**config.mk**
```make
export PLATFORM = sky130hd
export DESIGN_NAME = lfsr_gen
export DESIGN_NICKNAME = d
export VERILOG_FILES = /design/src/rtl/lfsr_pkg.sv /design/src/rtl/lfsr_gen_next.sv /design/src/rtl/lfsr_gen.sv
export SDC_FILE = /design/constraint.sdc
export NUM_CORES = 1
export LEC_CHECK = 0
export ABC_AREA = 1
export BUFFER_PORTS_ARGS = -buffer_cell sky130_fd_sc_hd__buf_2
export CAP_MARGIN = 20
export CORE_UTILIZATION = 52
export DETAILED_ROUTE_END_ITERATION = 10
export PLACE_DENSITY = 0.77
export REMOVE_ABC_BUFFERS = 1
export SETUP_SLACK_MARGIN = 0.3
export SYNTH_ARGS = -nofsm -noshare
export SYNTH_HDL_FRONTEND = slang
export SYNTH_HIERARCHICAL = 1
export SYNTH_SLANG_ARGS = --single-unit
```
**constraint.sdc**
```tcl
create_clock -name clk -period 1.4 [get_ports clk]
set_input_delay 0.07 -clock clk [delete_from_list [all_inputs] [get_ports clk]]
set_output_delay 0.07 -clock clk [all_outputs]
set_load 0.01 [all_outputs]
```
**src/rtl/lfsr_pkg.sv**
```systemverilog
// Shared types and primitive-polynomial tap masks for lfsr_gen.
// Mask bit k set means reg[k] feeds the Fibonacci XOR; entries 0 and 1 are unused.
package lfsr_pkg;

   typedef enum logic {FIB, GAL} lfsr_mode_e;
   typedef enum logic {IDLE, RUN} lfsr_state_e;

   localparam logic [15:0] LFSR_TAPS [17] = '{
      16'h0000, 16'h0000, 16'h0003, 16'h0006, 16'h000C, 16'h0014,
      16'h0030, 16'h0060, 16'h00B8, 16'h0110, 16'h0240, 16'h0500,
      16'h0829, 16'h100D, 16'h2015, 16'h6000, 16'hD008
   };

endpackage

```
**src/rtl/lfsr_gen_next.sv**
```systemverilog
// Combinational next-value logic for lfsr_gen, Fibonacci or Galois form.
module lfsr_next
   import lfsr_pkg::*;
#(
   parameter int unsigned      N    = 8,
   parameter logic [N-1:0]     TAPS = LFSR_TAPS[N][N-1:0]
) (
   input  logic [N-1:0] cur,
   input  lfsr_mode_e   mode,
   output logic [N-1:0] nxt
);

   always_comb begin
      nxt = '0;
      if (mode == GAL) begin
         // Galois form reuses the Fibonacci mask, shifted so the x^0 term is always fed.
         nxt = {cur[N-2:0], 1'b0} ^ ({N{cur[N-1]}} & {TAPS[N-2:0], 1'b1});
      end else begin
         nxt = {cur[N-2:0], ^(cur & TAPS)};
      end
   end

endmodule

```
**src/rtl/lfsr_gen.sv**
```systemverilog
// Maximal-length LFSR generator with seed load, step enable and per-period done pulse.
// Optional short-period detector enabled by defining LFSR_PERIOD_CHK_EN.
module lfsr_gen
   import lfsr_pkg::*;
#(
   parameter int unsigned  N    = 8,
   parameter logic [N-1:0] TAPS = LFSR_TAPS[N][N-1:0]
) (
   input  logic         clk,
   input  logic         reset,
   input  logic         load_seed,
   input  logic [N-1:0] seed_data,
   input  logic         mode,
   input  logic         step_en,
   output logic [N-1:0] lfsr_data,
   output logic         lfsr_valid,
   output logic         lfsr_done,
   output logic         seed_err,
   output logic         period_err
);

   localparam logic [N-1:0] LastCount = {{(N-1){1'b1}}, 1'b0};

   lfsr_state_e  state_q, state_d;
   lfsr_mode_e   mode_q, mode_d;
   logic [N-1:0] lfsr_q, lfsr_d;
   logic [N-1:0] count_q, count_d;
   logic         done_q, done_d;
   logic         seed_err_q, seed_err_d;
   logic [N-1:0] lfsr_nxt;
   logic [N-1:0] seed_eff;
   logic         step;

   lfsr_next #(
      .N    (N),
      .TAPS (TAPS)
   ) u_next (
      .cur  (lfsr_q),
      .mode (mode_q),
      .nxt  (lfsr_nxt)
   );

   assign seed_eff = (seed_data == '0) ? {{(N-1){1'b0}}, 1'b1} : seed_data;
   // Load has priority over step.
   assign step     = !load_seed && (state_q == RUN) && step_en;

   always_comb begin
      state_d    = state_q;
      mode_d     = mode_q;
      lfsr_d     = lfsr_q;
      count_d    = count_q;
      done_d     = 1'b0;
      seed_err_d = 1'b0;
      if (load_seed) begin
         state_d    = RUN;
         mode_d     = lfsr_mode_e'(mode);
         lfsr_d     = seed_eff;
         count_d    = '0;
         seed_err_d = (seed_data == '0);
      end else if (step) begin
         lfsr_d = lfsr_nxt;
         if (count_q == LastCount) begin
            count_d = '0;
            done_d  = 1'b1;
         end else begin
            count_d = count_q + 1'b1;
         end
      end
   end

   always_ff @(posedge clk) begin
      if (!reset) begin
         state_q    <= IDLE;
         mode_q     <= FIB;
         lfsr_q     <= '0;
         count_q    <= '0;
         done_q     <= 1'b0;
         seed_err_q <= 1'b0;
      end else begin
         state_q    <= state_d;
         mode_q     <= mode_d;
         lfsr_q     <= lfsr_d;
         count_q    <= count_d;
         done_q     <= done_d;
         seed_err_q <= seed_err_d;
      end
   end

`ifdef LFSR_PERIOD_CHK_EN
   logic [N-1:0] seed_q, seed_d;
   logic         period_err_q, period_err_d;

   always_comb begin
      seed_d       = seed_q;
      period_err_d = period_err_q;
      if (load_seed) begin
         seed_d       = seed_eff;
         period_err_d = 1'b0;
      end else if (step && (lfsr_nxt == seed_q) && (count_q != LastCount)) begin
         period_err_d = 1'b1;
      end
   end

   always_ff @(posedge clk) begin
      if (!reset) begin
         seed_q       <= '0;
         period_err_q <= 1'b0;
      end else begin
         seed_q       <= seed_d;
         period_err_q <= period_err_d;
      end
   end

   assign period_err = period_err_q;
`else
   assign period_err = 1'b0;
`endif

   assign lfsr_data  = lfsr_q;
   assign lfsr_valid = (state_q == RUN);
   assign lfsr_done  = done_q;
   assign seed_err   = seed_err_q;

endmodule
```
Word-level counts from Yosys, hierarchy flattened. Cells that the tools add are included.

$add $sub $neg: 1. Mux-type cells: 6. Bitwise operators: 3. Reduce and logical (&&, ||, !) cells: 9. Equal/unequal tests: 1.

Operator list (number): 8-bit two-way mux (5); 8-bit by 1-bit adder with 8-bit output (second input constant) (1); 8-bit equality test (second input constant) (1); 8-bit zero test (1); 8-bit parity (1); 8-bit by 7-bit XOR with 8-bit output (1); 3-bit OR reduction (1); 1-bit logical AND (2); 1-bit NOT (2); 2-bit AND reduction (1); 2-bit nonzero test (1); 2-bit OR reduction (1); 1-bit zero test (1); 1-bit two-way mux (1).

Word-level logic and storage cells: 26. Bits in registers: 20.

Longest topological paths before layout. Gate-level depths: netlist (run 1).

Depth after elaboration: 5. Depth in mapped cells: 10. Gate-level depth less buffers: 10.

By module. Netlist (run 1), hierarchy kept.

By module, submodules not included: lfsr_gen (sequential area each 400.4 µm², times used 1, cells each 127, area each 952.2 µm²); lfsr_next (sequential area each 0.0 µm², times used 1, cells each 30, area each 145.1 µm²).

Least setup slack after synthesis (run 1). OpenSTA, ideal clock, no wires.

Kind: flip-flop to flip-flop. From: reg state_q (netlist: lfsr_valid). To: reg count_q[5]. Buffers on the path: 0. Stages on the path, launching flop included: 8. Arrival: 1.047 ns. Data required time: 1.286 ns. Clock period less this slack: 1.161 ns. Path slack: 0.239 ns. Cell sequence: dfxtp_1 nand2_2 nor2_2 nand3_2 nand2_4 inv_2 nand2_1 nor2_2.

Cells in the longest elaborated chain, start to end: 2.

RTL lines: start: declaration (line lfsr_gen.sv:24) `lfsr_state_e state_q, state_d;`; start signal: assignment (line lfsr_gen.sv:80) `state_q <= state_d;`; 1-bit logical AND (2 in series) (line lfsr_gen.sv:45) `assign step = !load_seed && (state_q == RUN) && step_en;`; end signal: assignment (line lfsr_gen.sv:83) `count_q <= count_d;`; end: declaration (line lfsr_gen.sv:27) `logic [N-1:0] count_q, count_d;`.

Every way passes these cells. A chain may end at the register's enable or synchronous reset.

Worst setup path in the final report (run 1).
From: reg count_q[0]. To: reg count_q[3].

Cells in the longest elaborated chain, start to end: 2. Elaborated cells between the ends (all ways): 3. Those cells by class: add/sub (1); eq/ne (1); mux (1).

RTL lines: 8-bit by 1-bit adder with 8-bit output / 8-bit equality test (equally long branches) (line lfsr_gen.sv:66, lfsr_gen.sv:62); 8-bit two-way mux * (line lfsr_gen.sv:62) `if (count_q == LastCount) begin`.

Mark *: on every way between the ends. The rest lies on a longest branch, timed or not.

==> results of run 1 <==
## worst paths after layout
check,slack (ns),cells past startpoint,start,end
hold / removal,0.01,4,seed_data[0],seed_err$_SDFF_PN0_
hold reg to reg,0.48,2,mode_q$_SDFFE_PN0P_,mode_q$_SDFFE_PN0P_
setup reg to reg,0.23,8,count_q[0]$_SDFFE_PP0P_,count_q[3]$_SDFFE_PP0P_
setup / recovery,0.23,8,count_q[0]$_SDFFE_PP0P_,count_q[3]$_SDFFE_PP0P_
## logic make-up (layout without fill, tap and decap cells)
logic type	Yosys count	after routing	share of synthesized area
adder cells (fa/ha/maj)	2	2	0.0228
flip-flops	20	20	0.365
AO/OA/AOI/OAI	14	14	0.0878
other	1	1	0.00342
AND/OR/NAND/NOR	92	92	0.395
XOR/XNOR	2	2	0.0160
buffers and inverters	26	52	0.111
## timing repair
action	4_1_cts	5_1_grt
hold buffers	1	0
hold endpoints to repair	1	0
buffers inserted	2	2
endpoints found under the setup margin	10	10
pin swaps	8	11
resized for setup	16	14
## worst min-delay path, delay by kind of cell
family	cells	cell delay (ns)
AND/OR/NAND/NOR	3	0.13
buffers and inverters	1	0.09
## registers in the layout (all words and copies together), names as in the netlist
signal	cells
count_q	8
lfsr_done	1
seed_err	1
lfsr_data	8
mode_q	1
lfsr_valid	1
## metrics by stage
| step | power [mW] | std cells | setup slack [ns] | utilization |
|---|---|---|---|---|
| 6_report | 1.17 | 210 | 0.232 | 0.694 |
| 5_1_grt | 1.22 | 210 | 0.163 | 0.694 |
| 4_1_cts | 1.16 | 208 | 0.266 | 0.658 |
| 3_5_place_dp | 0.806 | 201 | 0.191 | 0.607 |
| 3_3_place_gp | 0.801 | 201 | 0.216 | 0.607 |
| 2_1_floorplan | 0.738 | 150 | 0.239 | - |
## cells in the mapped netlist (all sizes together)
cell    count  area [um2]
nor3b       1        12.5
xor2        2        17.5
nand2      42         173
o21ai       3        15.0
buf         7        50.0
dfxtp      20         400
nand4       2        12.5
ha          2        25.0
conb        1        3.75
o221ai      7        61.3
nor4        1        6.26
nor2       35         151
a21oi       4        20.0
nand3      11        77.6
inv        19        71.3
## area by class of cell
class / instances / area (um2)
Fill cell: 165 / 606
Clock buffer: 4 / 36.3
Tap cell: 27 / 33.8
Inverter: 19 / 73.8
Multi-Input combinational cell: 111 / 634
Timing Repair Buffer: 29 / 175
Sequential cell: 20 / 423
## power by group
part           switching, mW  leakage (nW)  internal, mW
Clock                  0.186        0.0210         0.159
Sequential            0.0275         0.168         0.592
Combinational          0.117         0.428        0.0868
Total                  0.331         0.617         0.837
## layer usage
metal,global-route usage,vias to the layer above,part of all wire
met5,0,-,0
met4,0.0500,0,0.0064
met3,0.0679,2,0.054
met2,0.370,36,0.51
met1,0.205,466,0.43
li1,-,548,-
==> reports/results.ini, run 1 <==
[outcome]
status = finished, final reports clean

[sta]
setup_viol = 0
max_freq_mhz = 856
rsz0062_at_grt = yes
hold_viol = 0
finalCriticalPeriod_ns = 1.17
finalClockSkew_ns = 0.00794
drv_slew = 0
fin_hold_ws_ns = 0.0143
tns_ns = 0
period_share = 0.834

[worst_setup_path]
worstPathCellList = inv_2, ha_4, nand2_2, nor2_2, nand3_2, nand2_4, buf_12, nor3b_2
worst_path_max_delay_cell = dfxtp_2
end_kind = flop
crit_required_ns = 1.64
arrival_ns = 1.41
cp_max_fo = 5
crit_family = simple AND/OR/NAND/NOR gates
cp_num_buf_inv = 2
slowest_delay_ns = 0.37
cp-start-kind = flop
crit_type = reg -> reg

[cells_and_area]
insertedDiodeCount = 0
drive_above_1_share = 0.393
area_growth_pct = 25.4
nNetsFinal = 199
layout.cells.most_common_list = nand2_1 (33), nor2_1 (29), buf_2 (23)
mostFrequentLayoutCell = nand2_1
design_area_um2 = 1380

[clock_tree]
clk_path_buf_depth = 2
htreeDepth = 1
numClockSinks = 20
cts_tree = built
cts_buffers = 3
clock_latency_ns = 0.31
clkTransAtPathRegs_ns = 0.12
root_buffer = clkbuf_4

[yosys]
ys_types = 24
yosysWarnings = 6
ys_ff_latch = 20
syn-cell-area_um2 = 1100
syn_inst = 157
ys_seq_area_frac = 0.365
synth_area_per_cell_um2 = 6.99

[power_and_ir_drop]
ir_worst_vdd_mv = 0.551
p_per_area_nw_per_um2 = 849
leakagePower_nw = 0.617

[hold_path]
hold_path.class = in -> reg

[run]
timing.max_cap.violations = 0

[detailed_routing]
num_vias = 1052
drt_first_pass_iters = 4
drt_iter0_drc = 17
viasPerCell = 5.01
drc_errors = 0
postRouteAntennaNets = 0
post_drt_wl_per_cell_um = 11.2
routed_wirelength_um = 2360

[global_routing]
grt_usage = 0.196
gr-total-overflow = 0
grt_pass1_wl_um = 3070
grt_pass1_vias = 795
grt_start_max_net_pins = 14
antenna_found_initial = 0

[place]
port-buffer-count = 23
placed_area_um2 = 1200
gp_congestion = 0.878
dp_hpwl_um = 1610

[floorplanning]
ioPinCount = 25
coreArea_um2 = 1980
dieHeight_um = 47.9
die_area_um2 = 2300
die_w_um = 47.9
rows = 16
initial_utilization = 0.554

Note: power is estimated with default switching activity, not from simulation.
==> run 2, diff against run 1 <==
Clock period 1.4 ns to 1.1 ns, I/O delays scaled along.
==> reports/results.ini, run 2 (synthesis results as in run 1) <==
[outcome]
status = finished, violations left
violations = setup timing

[sta]
drv_slew = 0
finalClockSkew_ns = 0.00564
setup_viol = 5
period_share = 1.03
hold_viol = 0
rsz0062_at_grt = yes
max_freq_mhz = 885
finalCriticalPeriod_ns = 1.13
tns_ns = -0.0945
postLayoutSetupSlackWorst_ns = -0.0304

[worst_setup_path]
cp-start-kind = flop
end_kind = flop
crit_required_ns = 1.34
cp_max_fo = 4
arrival_ns = 1.37
crit_type = reg -> reg

[cells_and_area]
drive_above_1_share = 0.485
fillers = 127
insertedDiodeCount = 0
mostFrequentLayoutCell = nand2_1
layout.cells.most_common_list = nand2_1 (32), nor2_1 (28), buf_4 (20)
area_growth_pct = 44.2
nNetsFinal = 216

[power_and_ir_drop]
pwr-share-seq = 0.455
p_sw_frac = 0.257
ir_worst_vdd_mv = 0.712
p_sw_uw = 450
clockPowerShare = 0.343
p_per_area_nw_per_um2 = 1100
leakagePower_nw = 0.717
p_comb_frac = 0.202
intPower_mw = 1.30

[floorplanning]
die_area_um2 = 2300
ioPinCount = 25
dieHeight_um = 47.9
initial_utilization = 0.554
die_w_um = 47.9
coreArea_um2 = 1980
rows = 16

[detailed_routing]
drc_errors = 0
drt_first_pass_iters = 5
viasPerCell = 5.19
routed_wirelength_um = 2960
post_drt_wl_per_cell_um = 13.0
num_vias = 1177
drt_iter0_drc = 13
postRouteAntennaNets = 0

[place]
pre_cts_ws_ns = -0.104
dp_hpwl_um = 1790
port-buffer-count = 23
gp_congestion = 0.795

[global_routing]
gr-usage-met2 = 0.476
grt_pass1_wl_um = 3810
use_met3 = 0.0377
antenna_found_initial = 0
grt_start_max_net_pins = 13
grt_usage = 0.240
busiest_layer = met2
gr-total-overflow = 0
grt_pass1_vias = 1022
grt_use_met1 = 0.226

[hold_path]
hold_path.class = in -> reg

[run]
timing.max_cap.violations = 0

[clock_tree]
clock_latency_ns = 0.30
clk_path_buf_depth = 2
clkTransAtPathRegs_ns = 0.12
htreeDepth = 1
root_buffer = clkbuf_4
cts_tree = built
cts_buffers = 3
numClockSinks = 20

run 2: metrics by stage:
step / total power, mW / cells / utilization / hold slack (ns) / area [um2]
final: 1.75 / 227 / 0.799 / 0.0313 / 1580
after global placement: 1.05 / 213 / 0.653 / 0.284 / 1290
after floorplan: 0.940 / 150 / - / 0.176 / 1050
after detailed placement: 1.06 / 213 / 0.653 / 0.289 / 1290
after global routing: 1.83 / 227 / 0.799 / 0.0302 / 1580
after CTS: 1.72 / 224 / 0.757 / 0.0216 / 1500
run 2: final timing paths:
check / start / endpoint / slack (ns) / cells after the start
hold reg to reg: mode_q$_SDFFE_PN0P_ / mode_q$_SDFFE_PN0P_ / 0.48 / 2
hold / removal: seed_data[3] / seed_err$_SDFF_PN0_ / 0.03 / 4
setup / recovery: lfsr_data[3]$_SDFFE_PN0P_ / lfsr_data[0]$_SDFFE_PN0P_ / -0.03 / 10
setup reg to reg: lfsr_data[3]$_SDFFE_PN0P_ / lfsr_data[0]$_SDFFE_PN0P_ / -0.03 / 10
run 2: layout make-up:
class                           instances  area, um2  share of cell area
Multi-Input combinational cell        111        638               0.403
Inverter                               19       73.8              0.0466
Clock buffer                            3       22.5              0.0142
Tap cell                               27       33.8              0.0213
Timing Repair Buffer                   46        354               0.224
Sequential cell                        20        430               0.272
Clock inverter                          1       30.0              0.0190
run 2: what timing repair did:
action,CTS,global route
setup buffers,6,3
pin swaps,11,11
resized for setup,30,18
endpoints found under the setup margin,28,28
gates cloned,0,0
hold buffers,1,0
endpoints found under the hold margin,1,0
run 2: metal layers:
layer	vias up	wire length [um]	share of wire
li1	587	-	-
met1	543	1180	0.40
met2	39	1620	0.55
met3	8	94	0.032
met4	0	56	0.019
met5	-	0	0
run 2: worst max-delay path, stage by stage (launching register included):
cell and delay [ns]:
dfxtp_4 0.40, inv_2 0.06, nand2_1 0.06, nand2_1 0.05
nand2_1 0.06, nand3_1 0.08, nand2_1 0.06, nand2_1 0.06
nand2_1 0.07, nand2_1 0.05, a21oi_1 0.13
run 2: power by group through the flow:
stage | Clock (mW) | Sequential [mW] | Combinational (mW)
2_1_floorplan | 0 | 0.814 | 0.126
3_3_place_gp | 0 | 0.800 | 0.247
3_5_place_dp | 0 | 0.802 | 0.254
4_1_cts | 0.615 | 0.792 | 0.315
5_1_grt | 0.647 | 0.799 | 0.385
6_report | 0.601 | 0.795 | 0.353
